$ cat src/rtl/ssd_scan_driver.sv
// ssd_scan_driver
// Shows a 16-bit value as four hex digits on a common-anode 7-segment
// display. The digits are time-multiplexed. Each digit window is
// REFRESH_DIV cycles long. The first cycle of every window is blanked so
// the previous digit does not ghost onto the next anode. Leading zeros can
// be suppressed, and a hold input freezes the displayed value.
//
// Control semantics: load is a level-sensitive capture enable, and hold
// overrides it. There is no handshake. The display always scans, and din
// never reaches the outputs combinationally.
module ssd_scan_driver #(
    parameter int REFRESH_DIV = 50000,  // clk cycles per digit window, 2..65535
    parameter bit BLANK_LZ    = 1'b1    // 1: blank leading zero digits 3..1
) (
    input  logic        clk,
    input  logic        rst,   // asynchronous, active-low
    input  logic [15:0] din,
    input  logic        load,
    input  logic        hold,
    output logic [3:0]  an,
    output logic [6:0]  seg,
    output logic        dp
);

    localparam int            CW      = $clog2(REFRESH_DIV);
    localparam logic [CW-1:0] CNT_MAX = CW'(REFRESH_DIV - 1);

    logic [15:0]   r_shadow;
    logic [CW-1:0] r_cnt;
    logic [1:0]    r_idx;
    logic [3:0]    r_an;
    logic [6:0]    r_seg;
    logic          r_dp;

    logic [3:0]    w_nib;
    logic          w_lz;
    logic [3:0]    w_an_nxt;
    logic [6:0]    w_seg_nxt;
    logic          w_dp_nxt;

    // Active-low gfedcba patterns for one hex nibble
    function automatic logic [6:0] hex_decode(input logic [3:0] v);
        logic [6:0] s;
        case (v)
            4'h0: s = 7'b1000000;
            4'h1: s = 7'b1111001;
            4'h2: s = 7'b0100100;
            4'h3: s = 7'b0110000;
            4'h4: s = 7'b0011001;
            4'h5: s = 7'b0010010;
            4'h6: s = 7'b0000010;
            4'h7: s = 7'b1111000;
            4'h8: s = 7'b0000000;
            4'h9: s = 7'b0010000;
            4'hA: s = 7'b0001000;
            4'hB: s = 7'b0000011;
            4'hC: s = 7'b1000110;
            4'hD: s = 7'b0100001;
            4'hE: s = 7'b0000110;
            default: s = 7'b0001110;
        endcase
        return s;
    endfunction

    // Shadow register: capture din on load unless the display is frozen
    always_ff @(posedge clk or negedge rst) begin
        if (!rst) begin
            r_shadow <= 16'h0000;
        end else if (load && !hold) begin
            r_shadow <= din;
        end
    end

    // Window counter and digit index; idx advances as cnt wraps
    always_ff @(posedge clk or negedge rst) begin
        if (!rst) begin
            r_cnt <= '0;
            r_idx <= 2'd0;
        end else if (r_cnt == CNT_MAX) begin
            r_cnt <= '0;
            r_idx <= r_idx + 2'd1;
        end else begin
            r_cnt <= r_cnt + CW'(1);
        end
    end

    // Select the active nibble and decide whether it is a leading zero
    always_comb begin
        w_nib = 4'h0;
        w_lz  = 1'b0;
        case (r_idx)
            2'd0: w_nib = r_shadow[3:0];
            2'd1: begin
                w_nib = r_shadow[7:4];
                w_lz  = (r_shadow[15:4] == 12'h000);
            end
            2'd2: begin
                w_nib = r_shadow[11:8];
                w_lz  = (r_shadow[15:8] == 8'h00);
            end
            default: begin
                w_nib = r_shadow[15:12];
                w_lz  = (r_shadow[15:12] == 4'h0);
            end
        endcase
    end

    // Next output value: blank on the first cycle of each window, else drive the digit
    always_comb begin
        w_an_nxt  = 4'b1111;
        w_seg_nxt = 7'b1111111;
        w_dp_nxt  = 1'b1;
        if (r_cnt != '0) begin
            w_an_nxt  = ~(4'b0001 << r_idx);
            w_seg_nxt = (BLANK_LZ && w_lz) ? 7'b1111111 : hex_decode(w_nib);
            w_dp_nxt  = ~((r_idx == 2'd0) && hold);
        end
    end

    // Output register: drives the pins glitch-free, one cycle after the counter state
    always_ff @(posedge clk or negedge rst) begin
        if (!rst) begin
            r_an  <= 4'b1111;
            r_seg <= 7'b1111111;
            r_dp  <= 1'b1;
        end else begin
            r_an  <= w_an_nxt;
            r_seg <= w_seg_nxt;
            r_dp  <= w_dp_nxt;
        end
    end

    assign an  = r_an;
    assign seg = r_seg;
    assign dp  = r_dp;

endmodule

$ cat config.mk
export PLATFORM = sky130hd
export DESIGN_NAME = ssd_scan_driver
export DESIGN_NICKNAME = d
export VERILOG_FILES = /design/src/rtl/ssd_scan_driver.sv
export SDC_FILE = /design/constraint.sdc
export NUM_CORES = 1
export LEC_CHECK = 0
export BUFFER_PORTS_ARGS = -buffer_cell sky130_fd_sc_hd__buf_4
export CAP_MARGIN = 10
export CORE_MARGIN = 2
export CORE_UTILIZATION = 40
export CTS_BUF_LIST = sky130_fd_sc_hd__clkbuf_8 sky130_fd_sc_hd__clkbuf_16
export DETAILED_ROUTE_END_ITERATION = 6
export PLACE_DENSITY = 0.68
export SLEW_MARGIN = 20
export SYNTH_ARGS = -nofsm -noshare
export SYNTH_HDL_FRONTEND = slang
export SYNTH_SLANG_ARGS = --single-unit
$ cat constraint.sdc
create_clock -name clk -period 2.2 [get_ports clk]
set_clock_uncertainty 0.2 [all_clocks]
set_input_delay 0.22 -clock clk [delete_from_list [all_inputs] [get_ports clk]]
set_output_delay 0.22 -clock clk [all_outputs]
set_load 0.005 [all_outputs]
==> impl_metrics.yaml, run 1 <==
timing:
  finalCritPeriodShare: 1.01
  slew_viol_final: 0
  rsz0062_at_grt: "true"
  fmax_mhz: 451
  finalHoldViolations: 0
  setup_viol: 2
  worst-slew-pin-transition_ps: 576
  final.setup.worst_slack_ps: -15.8
  fin_crit_ps: 2220
  relSlewSlack: 0.616
placed_design:
  io_buffers: 31
  place_hpwl_mm: 3.23
  place_ws_ps: -96.8
  placedCellCount: 308
  gp_congestion: 0.811
die:
  dieArea_mm2: 0.00626
  die_h_um: 79.1
  die_w_um: 79.1
  core_area_mm2: 0.00547
  io_pins: 32
  start_util: 0.412
  rows: 27
drt:
  ant_nets: 0
  drt-total-wl_mm: 4.82
  m1WireLength_mm: 2.31
  avgRoutedWirePerCell_um: 14.1
  drc: 0
  drt_iter0_drc: 82
  met2_length_mm: 2.31
  dr.pass1.iters: 4
  met3RoutedLength_um: 159
  top_layer_used: "met4"
  num_vias: 1708
  viasPerCell: 5.01
grt:
  grt_pass1_wl_mm: 8.02
  antenna_found_initial: 0
  grt_usage: 0.165
  grt_remaining_overflow: 0
  grt_pass1_vias: 1706
  grt_max_degree: 47
worst_setup_path:
  crit_buf_inv: 3
  slowest_delay_ps: 440
  crit_path_end_kind: "register"
  crit_arrival_ps: 2240
  r2r-start: "r_idx[0]"
  worst-path-max-fanout: 4
  crit_start: "r_idx[0]"
  start_kind: "register"
  crit_family: "compound AO/OA/AOI/OAI gates"
  cp_common_cell: "buf_4"
  path_cells: "inv_4 > ha_4 > a222oi_1 > mux2i_2 > ha_2 > buf_4 > buf_4 > a21oi_2 > o21ai_1"
  crit_slowest_cell: "dfrtp_2"
  path_class: "register to register"
  cp.required_ps: 2220
power:
  ir_worst_vdd_mv: 0.309
  p_per_area_mw_per_mm2: 642
  p_leak_nw: 1.38
clocking:
  clkTransAtPathRegs_ps: 90
  cts_sinks: 46
  cts_max_level: 2
  cts_tree: "done"
  clk_latency_ps: 290
  clock_path_buffers: 2
  clock-root-buffer: "clkbuf_8"
  numCtsBuffers: 5
logic_synthesis:
  syn_nets: 229
  yosys_warnings: 0
  synthDistinctLibCells: 41
  ys_seq_area_frac: 0.517
  synth_flop_cell: "dfrtp_1"
  async_flop_share: 1.00
  ys_seq_elements: 46
  syn_area_per_cell_um2: 11.5
  synth_edf_count: 0
  synth_cells: 196
  syn-cell-area_mm2: 0.00226
status:
  status: "complete, but fails checks"
  violations: "setup timing"
final_layout:
  fin_nets: 301
  final_cell_count_no_fill: 341
  layout_common_cells: "52 x buf_4, 33 x dfrtp_1, 18 x dlygate4sd3_1, 16 x nand2_1"
  final_common_cell: "buf_4"
  n_antenna_cell: 0
  drive_gt1_frac: 0.416
  syn_to_final_growth_pct: 37.4
flow_run:
  max_cap_viol_count: 0
worst_hold_path:
  hp-class: "input port to async pin"
## registers in the layout, indices dropped and copies added (netlist names)
name / flops
an: 4
dp: 1
r_cnt: 16
r_idx: 2
r_shadow: 16
seg: 7
## cells by family (layout without fill, tap and decap cells)
logic type / after synthesis / in the layout / synth area share
flip-flops: 46 / 46 / 0.517
AND/OR/NAND/NOR: 60 / 60 / 0.147
adder cells (fa/ha/maj): 13 / 13 / 0.0721
AO/OA/AOI/OAI: 29 / 29 / 0.0954
buffers and inverters: 17 / 90 / 0.0327
XOR/XNOR: 15 / 15 / 0.0582
multiplexers: 16 / 16 / 0.0776
## area by class of cell
type                            count  area, um^2
Fill cell                         469        2370
Sequential cell                    46        1170
Multi-Input combinational cell    133        1120
Timing Repair Buffer               70         571
Tap cell                           72        90.1
Clock buffer                        5        68.8
Inverter                           12        47.5
Clock inverter                      3        37.5
## path summary, 6_finish.rpt
path	end	slack, ps	depth (start not counted)
setup / recovery	seg[0]	-20	9
setup reg to reg	seg[0]	-20	9
hold reg to reg	r_cnt[13]	310	1
max in group asynchronous	r_idx[0]	1110	2
hold / removal	r_cnt[3]	260	2
min in group clk	r_cnt[13]	310	1
## stage by stage
step                hold WS (ps)  utilization  total power, mW  instance area (um^2)  TNS (ps)
floorplan                   -276            -             1.17                  2280         0
global placement            56.6        0.490             1.33                  2680         0
finish                       259        0.567             1.99                  3100     -20.6
global route                 323        0.567             2.09                  3100      -520
detailed placement          59.3        0.490             1.33                  2680      -211
CTS                          277        0.546             1.97                  2990         0
## synthesized netlist by cell type (all sizes together), types with 3 or more instances
cell type	number	area, um^2
nand3	6	35.0
nand2	17	66.3
nor2	12	45.0
nor4	5	46.3
mux2	12	135
buf	3	21.3
inv	12	45.0
xnor2	7	61.3
dfrtp	34	851
nor2b	4	25.0
xor2	8	70.1
mux2i	4	40.0
o221ai	4	35.0
o21ai	9	52.6
dfstp	12	315
nand4	3	18.8
and2	3	21.3
a21oi	5	25.0
a222oi	3	30.0
ha	13	163
## power by group
| group | total, mW | internal [mW] | switching, mW |
|---|---|---|---|
| Combinational | 0.404 | 0.227 | 0.177 |
| Sequential | 0.986 | 0.944 | 0.0426 |
| Clock | 0.600 | 0.331 | 0.269 |
| Total | 1.99 | 1.50 | 0.489 |
## routing by layer
layer | up-vias | global-route usage
li1 | 835 | -
met1 | 830 | 0.224
met2 | 39 | 0.264
met3 | 4 | 0.0375
met4 | 0 | 0.0534
met5 | - | 0
## what timing repair did
action,CTS,global route
hold buffers,18,0
endpoints found under the hold margin,51,0
setup buffers,2,5
pin swaps,2,7
resized for setup,2,14
setup endpoints to repair,6,7
Power figures use the tool's default switching activity.
==> inputs of run 2 (changes only) <==
--- a/config.mk
+++ b/config.mk
@@ -5,13 +5,14 @@
 export SDC_FILE = /design/constraint.sdc
 export NUM_CORES = 1
 export LEC_CHECK = 0
-export BUFFER_PORTS_ARGS = -buffer_cell sky130_fd_sc_hd__buf_4
+export ABC_AREA = 1
 export CAP_MARGIN = 10
 export CORE_MARGIN = 2
 export CORE_UTILIZATION = 40
 export CTS_BUF_LIST = sky130_fd_sc_hd__clkbuf_8 sky130_fd_sc_hd__clkbuf_16
 export DETAILED_ROUTE_END_ITERATION = 6
-export PLACE_DENSITY = 0.68
+export DONT_BUFFER_PORTS = 1
+export PLACE_DENSITY = 0.63
 export SLEW_MARGIN = 20
 export SYNTH_ARGS = -nofsm -noshare
 export SYNTH_HDL_FRONTEND = slang
==> run 2 against run 1 <==
The run now ends clean. Area after synthesis is 14% higher. Synthesized cell count is 60% higher. Total power is 4.1% lower. First-iteration DRC count is 41% higher. Critical endpoint is now seg[3]. Largest power group unchanged. Highest routed layer unchanged.
==> impl_metrics.yaml, run 2 <==
power:
  ir_worst_vdd_mv: 0.343
  p_leak_nw: 1.52
  p_total_mw: 1.91
  p_per_area_mw_per_mm2: 614
logic_synthesis:
  syn_area_per_cell_um2: 8.21
  synth_top_area_frac: 0.331
  syn_nets: 346
  ys_seq_area_frac: 0.454
  ys_top_cells_by_area: "dfrtp_1 33%, dfstp_2 12%, nand2_1 11%"
  yosysMostFrequentCell: "nand2_1"
  synth_cells: 313
  ys_seq_elements: 46
  synth_top_cells_by_count: "74 x nand2_1, 40 x nor2_1, 39 x inv_1"
  async_flop_share: 1.00
  synthDistinctLibCells: 31
  synth_top_area_cell: "dfrtp_1"
  synth_flop_cell: "dfrtp_1"
  yosys_warnings: 0
  synth_edf_count: 0
  syn-cell-area_mm2: 0.00257
grt:
  grt_pass1_vias: 1928
  grt_usage: 0.161
  grt_remaining_overflow: 0
  grt_max_degree: 47
  grt_pass1_wl_mm: 9.08
  antenna_found_initial: 0
drt:
  ant_nets: 0
  dr.pass1.iters: 6
  num_vias: 2050
  drc: 0
  viasPerCell: 4.83
  drt_iter0_drc: 116
  avgRoutedWirePerCell_um: 12.8
  drt-total-wl_mm: 5.43
clocking:
  numCtsBuffers: 5
  cts_max_level: 2
  clock_path_buffers: 2
  clk_latency_ps: 310
  clock-root-buffer: "clkbuf_8"
  cts_tree: "done"
  clkTransAtPathRegs_ps: 90
  cts_sinks: 46
die:
  start_util: 0.409
  rows: 29
  die_h_um: 84.2
  dieArea_mm2: 0.00708
  io_pins: 32
  core_area_mm2: 0.00628
  die_w_um: 84.2
worst_setup_path:
  path_class: "register to register"
  start_kind: "register"
  worst-path-max-fanout: 5
  r2r-start: "r_idx[0]"
  crit_slowest_cell: "dfrtp_2"
  path_cells: "inv_2 > ha_4 > nand2_1 > nand2_1 > nor2_1 > nor2_2 > ha_2 > nand3_1 > nand3_1 > o21ai_1 > nand2_1"
  crit_path_end_kind: "register"
  cp.required_ps: 2250
  cp_common_cell: "nand2_1"
  slowest_delay_ps: 460
  r2r_slack_ps: 150
  crit_family: "simple AND/OR/NAND/NOR gates"
  r2r_end: "seg[3]"
  crit_buf_inv: 1
  crit_arrival_ps: 2110
  r2r_cells: 11
timing:
  slew_viol_final: 0
  setup_viol: 0
  finalCritPeriodShare: 0.934
  tns_ps: 0
  fmax_mhz: 487
  holdWs_ps: 216
  fin_crit_ps: 2050
  relSlewSlack: 0.510
  finalHoldViolations: 0
  worst-slew-pin-transition_ps: 733
  final.setup.worst_slack_ps: 146
final_layout:
  syn_to_final_growth_pct: 20.9
  layout_common_cells: "74 x nand2_1, 39 x nor2_1, 38 x inv_1, 32 x dfrtp_1, 24 x nand3_1"
  n_antenna_cell: 0
  utilization: 0.495
  drive_gt1_frac: 0.216
  fin_nets: 379
  final_cell_count_no_fill: 424
  final_common_cell: "nand2_1"
  fin_area_mm2: 0.00311
worst_hold_path:
  hp-class: "input port to async pin"
status:
  status: "finished clean"
placed_design:
  place_hpwl_mm: 3.84
  io_buffers: 0
  dpl_cell_area_mm2: 0.00270
  place_ws_ps: 77.5
  placedCellCount: 394
  gp_congestion: 0.851
flow_run:
  max_cap_viol_count: 0
[run 2: cell count changes after synthesis, sizes merged, moves of 5 or more]
cell,previous run,this run
inv,12,43
nor2,12,44
xnor2,7,1
nor3,2,12
nand2,17,83
nand3,6,25
a21oi,5,10
nor4,5,0
[run 2: kinds of logic (layout without fill, tap and decap cells)]
logic type      count (synthesis)  in the layout  share of synthesized area
buf+inv                        46             80                     0.0682
compound gates                 21             21                     0.0521
mux                            10             10                     0.0438
xor+xnor                        7              7                     0.0239
fa+ha+maj                      13             13                     0.0633
flops                          46             46                      0.454
simple gates                  170            170                      0.295
[run 2: worst register-to-register path, stage by stage (launching register included)]
cell and delay [ps]:
dfrtp_2 460, inv_2 140, ha_4 170, nand2_1 50, nand2_1 90, nor2_1 60
nor2_2 220, ha_2 220, nand3_1 130, nand3_1 130, o21ai_1 70, nand2_1 70
[run 2: final cells by class]
type / count / area, um^2
clock inverters: 3 / 41.3
well taps: 77 / 96.3
fillers: 597 / 3170
repair buffers: 28 / 275
clock buffers: 5 / 68.8
inverters: 44 / 166
multi-input cells: 221 / 1290
flip-flops and latches: 46 / 1170
[run 2: metal layers]
layer | global-route usage | wire length [um]
met1 | 0.219 | 2590
met2 | 0.253 | 2520
met3 | 0.0354 | 246
met5 | 0 | 0
met4 | 0.0572 | 71
[run 2: how the worst max path moves through the flow]
stage / from / endpoint / slack [ps] / cells past startpoint
2_1_floorplan: r_idx[0] / seg[5] / 110 / 10
3_3_place_gp: r_idx[0] / seg[1] / 130 / 8
3_5_place_dp: r_idx[0] / seg[3] / 80 / 9
4_1_cts: r_idx[0] / seg[3] / 30 / 9
5_1_grt: r_idx[0] / seg[3] / -5 / 11
6_report: r_idx[0] / seg[3] / 150 / 11
[run 2: where the power goes]
part           internal, mW  switching (mW)
combinational         0.131           0.161
clock                 0.335           0.296
sequential            0.941          0.0454
[run 2: timing repair]
action / CTS / global route
hold endpoints to repair: 63 / 0
endpoints found under the setup margin: 0 / 7
setup buffers: 0 / 3
hold buffers: 19 / 0
gates resized for setup: 0 / 16
